## config.mk

```make
export PLATFORM = sky130hd
export DESIGN_NAME = cpu_sequencer
export DESIGN_NICKNAME = d
export VERILOG_FILES = /design/src/rtl/cpu_seq_pkg.sv /design/src/rtl/sat_counter.sv /design/src/rtl/cpu_sequencer.sv
export SDC_FILE = /design/constraint.sdc
export NUM_CORES = 1
export LEC_CHECK = 0
export BUFFER_PORTS_ARGS = -buffer_cell sky130_fd_sc_hd__buf_2
export CORE_UTILIZATION = 40
export DETAILED_ROUTE_END_ITERATION = 16
export PLACE_DENSITY = 0.76
export SYNTH_ARGS = -nofsm -noshare
export SYNTH_HDL_FRONTEND = slang
export SYNTH_SLANG_ARGS = --single-unit
```

## constraint.sdc

```tcl
create_clock -name clk -period 1.7 [get_ports clk]
set_input_delay 0.255 -clock clk [delete_from_list [all_inputs] [get_ports clk]]
set_output_delay 0.255 -clock clk [all_outputs]
set_load 0.03 [all_outputs]
```

## src/rtl/cpu_seq_pkg.sv

```systemverilog
// Shared types and defaults for the CPU fetch/execute sequencer.
package cpu_seq_pkg;

   localparam logic [2:0] ENC_IDLE    = 3'd0;
   localparam logic [2:0] ENC_FETCH   = 3'd1;
   localparam logic [2:0] ENC_EXEC    = 3'd2;
   localparam logic [2:0] ENC_WAIT_IN = 3'd3;
   localparam logic [2:0] ENC_HALTED  = 3'd4;

   typedef enum logic [2:0] {
      ST_IDLE    = ENC_IDLE,
      ST_FETCH   = ENC_FETCH,
      ST_EXEC    = ENC_EXEC,
      ST_WAIT_IN = ENC_WAIT_IN,
      ST_HALTED  = ENC_HALTED
   } seq_state_t;

   localparam logic [7:0] HALT_OPC_DEF = 8'hFF;
   localparam logic [1:0] SW_SEL_DEF   = 2'd2;
   localparam int         CNT_W_DEF    = 16;

endpackage

```

## src/rtl/sat_counter.sv

```systemverilog
// Increment-enable counter that holds at all-ones instead of wrapping.
module sat_counter
#(
   parameter int CNT_W = 16
) (
   input  logic             clk,
   input  logic             rstn,
   input  logic             i_en,
   output logic [CNT_W-1:0] o_cnt
);

   logic [CNT_W-1:0] r_cnt;

   always_ff @(posedge clk or negedge rstn) begin
      if (!rstn) begin
         r_cnt <= '0;
      end else if (i_en && (r_cnt != '1)) begin
         r_cnt <= r_cnt + 1'b1;
      end
   end

   assign o_cnt = r_cnt;

endmodule

```

## src/rtl/cpu_sequencer.sv

```systemverilog
// Fetch/execute sequencer: gates ControlUnit strobes so each instruction commits
// in a single EXEC cycle, with run/step/halt, PC breakpoint and switch handshake.
module cpu_sequencer
   import cpu_seq_pkg::*;
#(
   parameter logic [7:0] HALT_OPC = HALT_OPC_DEF,
   parameter logic [1:0] SW_SEL   = SW_SEL_DEF,
   parameter int         CNT_W    = CNT_W_DEF
) (
   input  logic             clk,
   input  logic             rstn,
   input  logic             run_i,
   input  logic             step_i,
   input  logic             halt_i,
   input  logic             bp_en_i,
   input  logic [7:0]       bp_addr_i,
   input  logic [7:0]       pc_i,
   input  logic [7:0]       opcode_i,
   input  logic [1:0]       cu_b_sel_i,
   input  logic [2:0]       cu_f_i,
   input  logic             cu_write_a_i,
   input  logic             cu_write_b_i,
   input  logic             cu_write_o_i,
   input  logic             cu_write_cz_i,
   input  logic             cu_write_pc_i,
   input  logic             cu_pc_sel_i,
   input  logic             in_valid_i,
   output logic             in_ack_o,
   output logic             write_a_o,
   output logic             write_b_o,
   output logic             write_o_o,
   output logic             write_cz_o,
   output logic             write_pc_o,
   output logic             pc_sel_o,
   output logic             pc_inc_o,
   output logic [2:0]       f_o,
   output logic [1:0]       b_sel_o,
   output logic [2:0]       state_o,
   output logic             bp_hit_o,
   output logic             halted_o,
   output logic [CNT_W-1:0] instr_cnt_o
);

   seq_state_t r_state;
   seq_state_t w_state_nxt;
   logic       r_bp_hit;
   logic       r_bp_skip;
   logic       r_step_mode;
   logic       r_halted;
   logic       w_commit;
   logic       w_start;
   logic       w_step_start;
   logic       w_bp_trap;
   logic       w_sw_sel;

   assign w_sw_sel = (cu_b_sel_i == SW_SEL);

   always_comb begin
      w_state_nxt  = r_state;
      w_commit     = 1'b0;
      w_start      = 1'b0;
      w_step_start = 1'b0;
      w_bp_trap    = 1'b0;
      write_a_o    = 1'b0;
      write_b_o    = 1'b0;
      write_o_o    = 1'b0;
      write_cz_o   = 1'b0;
      write_pc_o   = 1'b0;
      pc_sel_o     = 1'b0;
      pc_inc_o     = 1'b0;
      in_ack_o     = 1'b0;
      case (r_state)
         ST_IDLE: begin
            if (step_i) begin
               w_state_nxt  = ST_FETCH;
               w_start      = 1'b1;
               w_step_start = 1'b1;
            end else if (run_i && !halt_i) begin
               w_state_nxt = ST_FETCH;
               w_start     = 1'b1;
            end
         end
         ST_FETCH: begin
            // bp_skip lets the trapped instruction run once when execution resumes
            if (bp_en_i && (pc_i == bp_addr_i) && !r_bp_skip) begin
               w_state_nxt = ST_IDLE;
               w_bp_trap   = 1'b1;
            end else begin
               w_state_nxt = ST_EXEC;
            end
         end
         ST_EXEC: begin
            if (opcode_i == HALT_OPC) begin
               w_state_nxt = ST_HALTED;
            end else if (w_sw_sel && !in_valid_i) begin
               w_state_nxt = ST_WAIT_IN;
            end else begin
               w_commit    = 1'b1;
               write_a_o   = cu_write_a_i;
               write_b_o   = cu_write_b_i;
               write_o_o   = cu_write_o_i;
               write_cz_o  = cu_write_cz_i;
               write_pc_o  = cu_write_pc_i;
               pc_sel_o    = cu_pc_sel_i;
               pc_inc_o    = !cu_write_pc_i;
               in_ack_o    = w_sw_sel;
               w_state_nxt = (r_step_mode || halt_i || !run_i) ? ST_IDLE : ST_FETCH;
            end
         end
         ST_WAIT_IN: begin
            // abandoning here leaves PC untouched, so the instruction re-fetches later
            if (halt_i) begin
               w_state_nxt = ST_IDLE;
            end else if (in_valid_i) begin
               w_state_nxt = ST_EXEC;
            end
         end
         ST_HALTED: begin
            w_state_nxt = ST_HALTED;
         end
         default: begin
            w_state_nxt = ST_IDLE;
         end
      endcase
   end

   always_ff @(posedge clk or negedge rstn) begin
      if (!rstn) begin
         r_state     <= ST_IDLE;
         r_bp_hit    <= 1'b0;
         r_bp_skip   <= 1'b0;
         r_step_mode <= 1'b0;
         r_halted    <= 1'b0;
      end else begin
         r_state  <= w_state_nxt;
         r_halted <= (w_state_nxt == ST_HALTED);
         if (w_start) begin
            r_step_mode <= w_step_start;
            r_bp_hit    <= 1'b0;
         end
         if (w_bp_trap) begin
            r_bp_hit  <= 1'b1;
            r_bp_skip <= 1'b1;
         end else if (w_commit) begin
            r_bp_skip <= 1'b0;
         end
      end
   end

   sat_counter #(
      .CNT_W (CNT_W)
   ) u_instr_cnt (
      .clk   (clk),
      .rstn  (rstn),
      .i_en  (w_commit),
      .o_cnt (instr_cnt_o)
   );

   assign f_o      = cu_f_i;
   assign b_sel_o  = cu_b_sel_i;
   assign state_o  = r_state;
   assign bp_hit_o = r_bp_hit;
   assign halted_o = r_halted;

endmodule

```

Word level (Yosys, flattened, before mapping)
Index checks and enable logic that the tools add are counted.
W data, S select, Z words.
{ "totals": {"out_inout_bits": 34, "register_bits": 23, "in_bits": 42, "wordCells": 78} }
{ "op_classes": {"n_eq_ne": 9, "reduce_logical": 15, "muxes": 47, "addsub": 1} }
{ "op_table": {"columns": ["cell", "n"], "rows": [
  ["$mux W1", 39],
  ["$add A16 B1 Y16 const B", 1],
  ["$ne A16 B16 Y1 const B", 1],
  ["$mux W3", 5],
  ["$pmux W3 S5", 1],
  ["$eq A8 B8 Y1", 1],
  ["$eq A8 B8 Y1 const B", 1],
  ["$eq A3 B2 Y1 const B", 2],
  ["$eq A3 B3 Y1 const B", 2],
  ["$logic_and A1 B1 Y1", 5],
  ["$logic_not A1 Y1", 5],
  ["$mux W2", 2],
  ["$reduce_bool A2 Y1", 2],
  ["$eq A3 B1 Y1 const B", 1],
  ["$logic_not A3 Y1", 1],
  ["$eq A2 B2 Y1 const B", 1],
  ["$logic_or A1 B1 Y1", 2]
]} }

Depth between registers and ports, before layout
{ "logic_depth": {"word_depth": 7, "depth_mapped": 6, "ltp_nobuf": 5} }

By module
From an unflattened synthesis, not the netlist that was laid out.
{ "unflattened": {"cells_unflattened": 131, "area_unflattened_um2": 1412.6} }
{ "by_module_without_submodules": {"columns": ["module", "seq_area_each_um2", "area_per_inst_um2", "n_inst", "cells_each"], "rows": [
  ["sat_counter", 400.4, 859.6, 1, 72],
  ["cpu_sequencer", 175.2, 553.0, 1, 59]
]} }

Worst setup path before layout
No wires, ideal clock.
{ "synth_path": {"path_kind": "reg-to-output", "from": "reg r_state[1], in the netlist state_o[1]", "to": "out pc_inc_o", "t_required_ps": 1445, "t_arrival_ps": 1591, "setup_slack_ps": -146, "path_buffers": 1, "stages_incl_launch_ff": 5, "path_cell_list": "dfrtp_1 > nor3b_2 > o211ai_2 > buf_4 > nor2_1"} }
{ "synth_between": {"elab_chain_len": 2} }
{ "synth_rtl": {"columns": ["item", "line_no", "text"], "rows": [
  ["from (decl)", "cpu_sequencer.sv:44", "seq_state_t r_state;"],
  ["from (signal assigned)", "cpu_sequencer.sv:135", "r_state <= w_state_nxt;"],
  ["$eq A3 B2 Y1", "cpu_sequencer.sv:72", "case (r_state)"],
  ["$mux W1", "cpu_sequencer.sv:72", null],
  ["to (decl)", "cpu_sequencer.sv:35", "output logic pc_inc_o,"]
]} }
Every way passes these cells.

Worst setup path in the final report
{ "layout_path": {"from": "reg r_state[0], in the netlist state_o[0]", "to": "out pc_sel_o"} }
{ "layout_between": {"elab_chain_len": 2} }
{ "layout_rtl": {"columns": ["item", "line_no", "text"], "rows": [
  ["$eq A3 B2 Y1", "cpu_sequencer.sv:72", null],
  ["$mux W1", "cpu_sequencer.sv:72", null],
  ["to (decl)", "cpu_sequencer.sv:34", "output logic pc_sel_o,"]
]} }
Every way passes these cells.

==> impl_metrics.csv <==
group,metric,value,unit
outcome,status,"finished with violations",
outcome,violations_in_the_final_reports,"negative setup slack",
final_layout,finish.net_count,271,
power_and_ir_drop,maximum_vdd_drop,0.839,mV
setup_path,reg2regPathDepth,8,
drt,routed-via-count,1376,
floorplan,boundary_pin_count,76,
sta,min_period,1.87,ns
clock_network,clkTransAtPathRegs,0.11,ns
clock_network,num_cts_buffers,3,
placed_design,detailed_place.area,1870,sq um
setup_path,critPathLaunch,"state_o[0]$_DFF_PN0_",
clock_network,cts_num_sinks,23,
clock_network,max-clock-path-buffers,2,
floorplan,std_cell_rows,20,
drt,dr.first_iter.drc_count,44,
yosys,async_flop_share,100,%
sta,finalClockSkew,0.00795,ns
setup_path,critical_path.slowest_cell,"dfrtp_2",
setup_path,critPathMaxFanout,6,
sta,slew_viol_final,0,
yosys,postSynthCellCount,136,
drt,drcViolationCount,0,
power_and_ir_drop,comb_power_share,55.6,%
placed_design,finalWeightedCongestion,0.790,
power_and_ir_drop,overall_power,0.00225,W
sta,finalSetupTns,-1.24,ns
global_routing,grt_use_met2,35.8,%
sta,report.final.setup_viol,11,
yosys,synth_top_cells_by_area,"dfrtp_1 42%, xor2_1 8.2%, xnor2_1 5.1%, buf_4 3.8%, nor3_1 3.6%",
yosys,synth_warnings,0,
drt,average_wire_length_per_cell_after_detail_routing,14.0,microns
setup_path,reg2reg_from,"state_o[0]$_DFF_PN0_",
yosys,synth.most_common_cell,"dfrtp_1",
global_routing,use_met1,23.0,%
setup_path,crit_path_cell_trace,"nor3b_2 -> o21ai_2 -> nor2b_4 -> and2_2 -> buf_6",
sta,timing.final.crit_share,110,%
setup_path,reg2reg_to,"u_instr_cnt.o_cnt[2]$_DFFE_PN0P_",
sta,worst_pin_slew,0.494,ns
clock_network,cts_tree,"built",
run,drv.max_cap_violation_count,0,
global_routing,grt_max_degree,24,
final_layout,area_growth_syn_to_layout,64.1,%
floorplan,initial_core_util,43.8,%
floorplan,fp.dieArea,3700,sq um
setup_path,critical_path.top_delay_family,"simple AND/OR/NAND/NOR gates",
yosys,synth_top_cell_area_share,41.6,%
setup_path,startpoint_type,"flop",
setup_path,cp.arrival,1.61,ns
setup_path,timing.critical_path.to_type,"primary output",
hold_path,hold_path_startpoint,"step_i",
hold_path,worstHoldPathCells,2,
final_layout,ant_cells,0,
drt,drt-pass1-iter-count,4,
yosys,synth_largest_area_cell,"dfrtp_1",
drt,totalWireLength,3780,microns
sta,layout_setup_ws,-0.168,ns
power_and_ir_drop,share_seq_of_total_power,33.2,%
clock_network,h-tree-depth,1,
drt,ant_nets,0,
final_layout,final_layout_size_suffix_gt1_share,62.1,%
clock_network,clock_insertion_delay_worst_skew,0.31,ns
global_routing,grt_use_met3,3.62,%
global_routing,via_count_of_the_first_global_routing_pass,1253,
drt,via_per_inst,5.08,
global_routing,grt_antenna_before_repair,0,
power_and_ir_drop,power-per-cell-area,992,nW/um^2
floorplan,die_h,60.8,microns
global_routing,grt_first_pass_wirelength,5300,microns
hold_path,min_to,"r_step_mode$_DFFE_PN0P_",
placed_design,io_buffer_count,69,
power_and_ir_drop,p_switching,0.000938,W
global_routing,overflow_after_grt,0,
hold_path,worst_hold_path_type,"in -> reg",
sta,fin_hold_ws,0.188,ns
power_and_ir_drop,clock_network_fraction_of_total_power,11.2,%
setup_path,timing.critical_path.required,1.44,ns
yosys,synth_edf_count,0,
power_and_ir_drop,power.switching_fraction,41.7,%
yosys,ys_seq_area_share,41.6,%
setup_path,timing.critical_path.buf_inv,1,
yosys,synth-main-ff-cell,"dfrtp_1",
clock_network,clock_tree.root_cell,"clkbuf_4",
final_layout,final_design_area_no_fill,2270,sq um
power_and_ir_drop,power.internal,0.00131,W
sta,fmax,535,MHz
yosys,synth_fp_nets,179,
yosys,postSynthAreaPerCell,10.2,sq um
floorplan,area_of_the_core,3150,sq um
sta,final-hold-violation-count,0,
global_routing,global_route.peak_usage_layer,"met2",
floorplan,die_width,60.8,microns
sta,max_slew_margin,67.0,%
setup_path,crit_path_max_incr_delay,0.42,ns
setup_path,timing_worst_setup_path_type,"reg -> out",
yosys,netlist_top_cells_count,"23 x dfrtp_1, 13 x xor2_1, 11 x nand2_1",
power_and_ir_drop,leakage,1.16,nW
global_routing,grt.total_usage,19.6,%
yosys,post_synth_instance_area,1380,sq um
sta,rsz0062_at_grt,"yes",
placed_design,place.detailed.hpwl,2450,microns
yosys,ys_ff_latch,23,
yosys,ys_types,38,
setup_path,worst-r2r-setup-slack,-0.03,ns
==> cells in the final DEF, fill, tap and decap left out, types with 3 or more instances in the layout <==
| master | synthesis | routed |
|---|---|---|
| and2_1 | 7 | 3 |
| buf_2 | 1 | 61 |
| buf_4 | 7 | 21 |
| buf_6 | 0 | 13 |
| clkbuf_4 | 0 | 3 |
| dfrtp_1 | 23 | 14 |
| dfrtp_2 | 0 | 9 |
| mux2_4 | 0 | 3 |
| nand2_1 | 11 | 11 |
| nand3_1 | 6 | 5 |
| nand4_1 | 7 | 7 |
| nor3_1 | 10 | 3 |
| nor3_4 | 0 | 6 |
| nor4_4 | 1 | 6 |
| xnor2_1 | 8 | 8 |
| xor2_1 | 13 | 13 |
==> power groups by stage <==
| stage | registers [W] | logic, W | clock network [W] |
|---|---|---|---|
| 3_3_place_gp | 0.000731 | 0.000915 | 0 |
| 6_report | 0.000747 | 0.00125 | 0.000251 |
| 3_5_place_dp | 0.000732 | 0.000924 | 0 |
| 4_1_cts | 0.000722 | 0.00107 | 0.000258 |
| 2_1_floorplan | 0.000908 | 0.000395 | 0 |
| 5_1_grt | 0.000763 | 0.00135 | 0.000279 |
==> flip-flops by register name, summed over array words and instances, names as in the netlist <==
name,cells
state_o,3
halted_o,1
u_instr_cnt.o_cnt,16
r_bp_skip,1
bp_hit_o,1
r_step_mode,1
==> worst reg2reg max path, cell delays in order (launching register included) <==
cell and delay (ns):
dfrtp_2 0.42, nor3b_2 0.27, buf_4 0.17, o211ai_4 0.08, buf_6 0.15, buf_6 0.12
buf_6 0.11, nor3b_2 0.17, xor2_1 0.16
==> layer usage <==
layer | up-vias | wire [microns]
met5 | - | 0
met4 | 0 | 59
met3 | 7 | 171
met2 | 45 | 1960
met1 | 654 | 1590
li1 | 670 | -
==> how the worst max path moves through the flow <==
stage,depth (start not counted),end
2_1_floorplan,5,u_instr_cnt.o_cnt[8]$_DFFE_PN0P_
3_5_place_dp,4,u_instr_cnt.o_cnt[14]$_DFFE_PN0P_
6_report,5,pc_sel_o
4_1_cts,5,pc_sel_o
5_1_grt,5,pc_sel_o
3_3_place_gp,4,u_instr_cnt.o_cnt[14]$_DFFE_PN0P_
==> through the flow <==
step	cells	setup slack (ns)	utilization, %
global placement	258	-0.00799	59.3
floorplan	136	0.000463	-
CTS	267	-0.119	65.4
finish	271	-0.168	71.9
global route	271	-0.248	71.9
detailed placement	258	-0.0234	59.3
==> cell families (layout without fill, tap and decap cells) <==
group	after synthesis	after routing	share of synthesized area (%)
compound gates	9	9	4.80
xor+xnor	21	21	13.3
fa+ha+maj	1	1	0.905
buf+inv	10	101	4.70
flops	23	23	41.6
mux	3	3	2.44
simple gates	69	69	32.2
==> final cells by class <==
type                            count  area (sq um)
Multi-Input combinational cell    103           977
Fill cell                         220           885
Timing Repair Buffer               96           619
Sequential cell                    23           587
Tap cell                           44          55.1
Clock buffer                        4          26.3
Inverter                            1          3.75
==> repair_timing <==
item / 4_1_cts / 5_1_grt
endpoints found under the hold margin: 23 / 0
hold buffers: 1 / 0
setup endpoints to repair: 10 / 22
setup buffers: 4 / 4
pin swaps: 8 / 16
gates resized for setup: 30 / 35
Power figures use the tool's default switching activity.
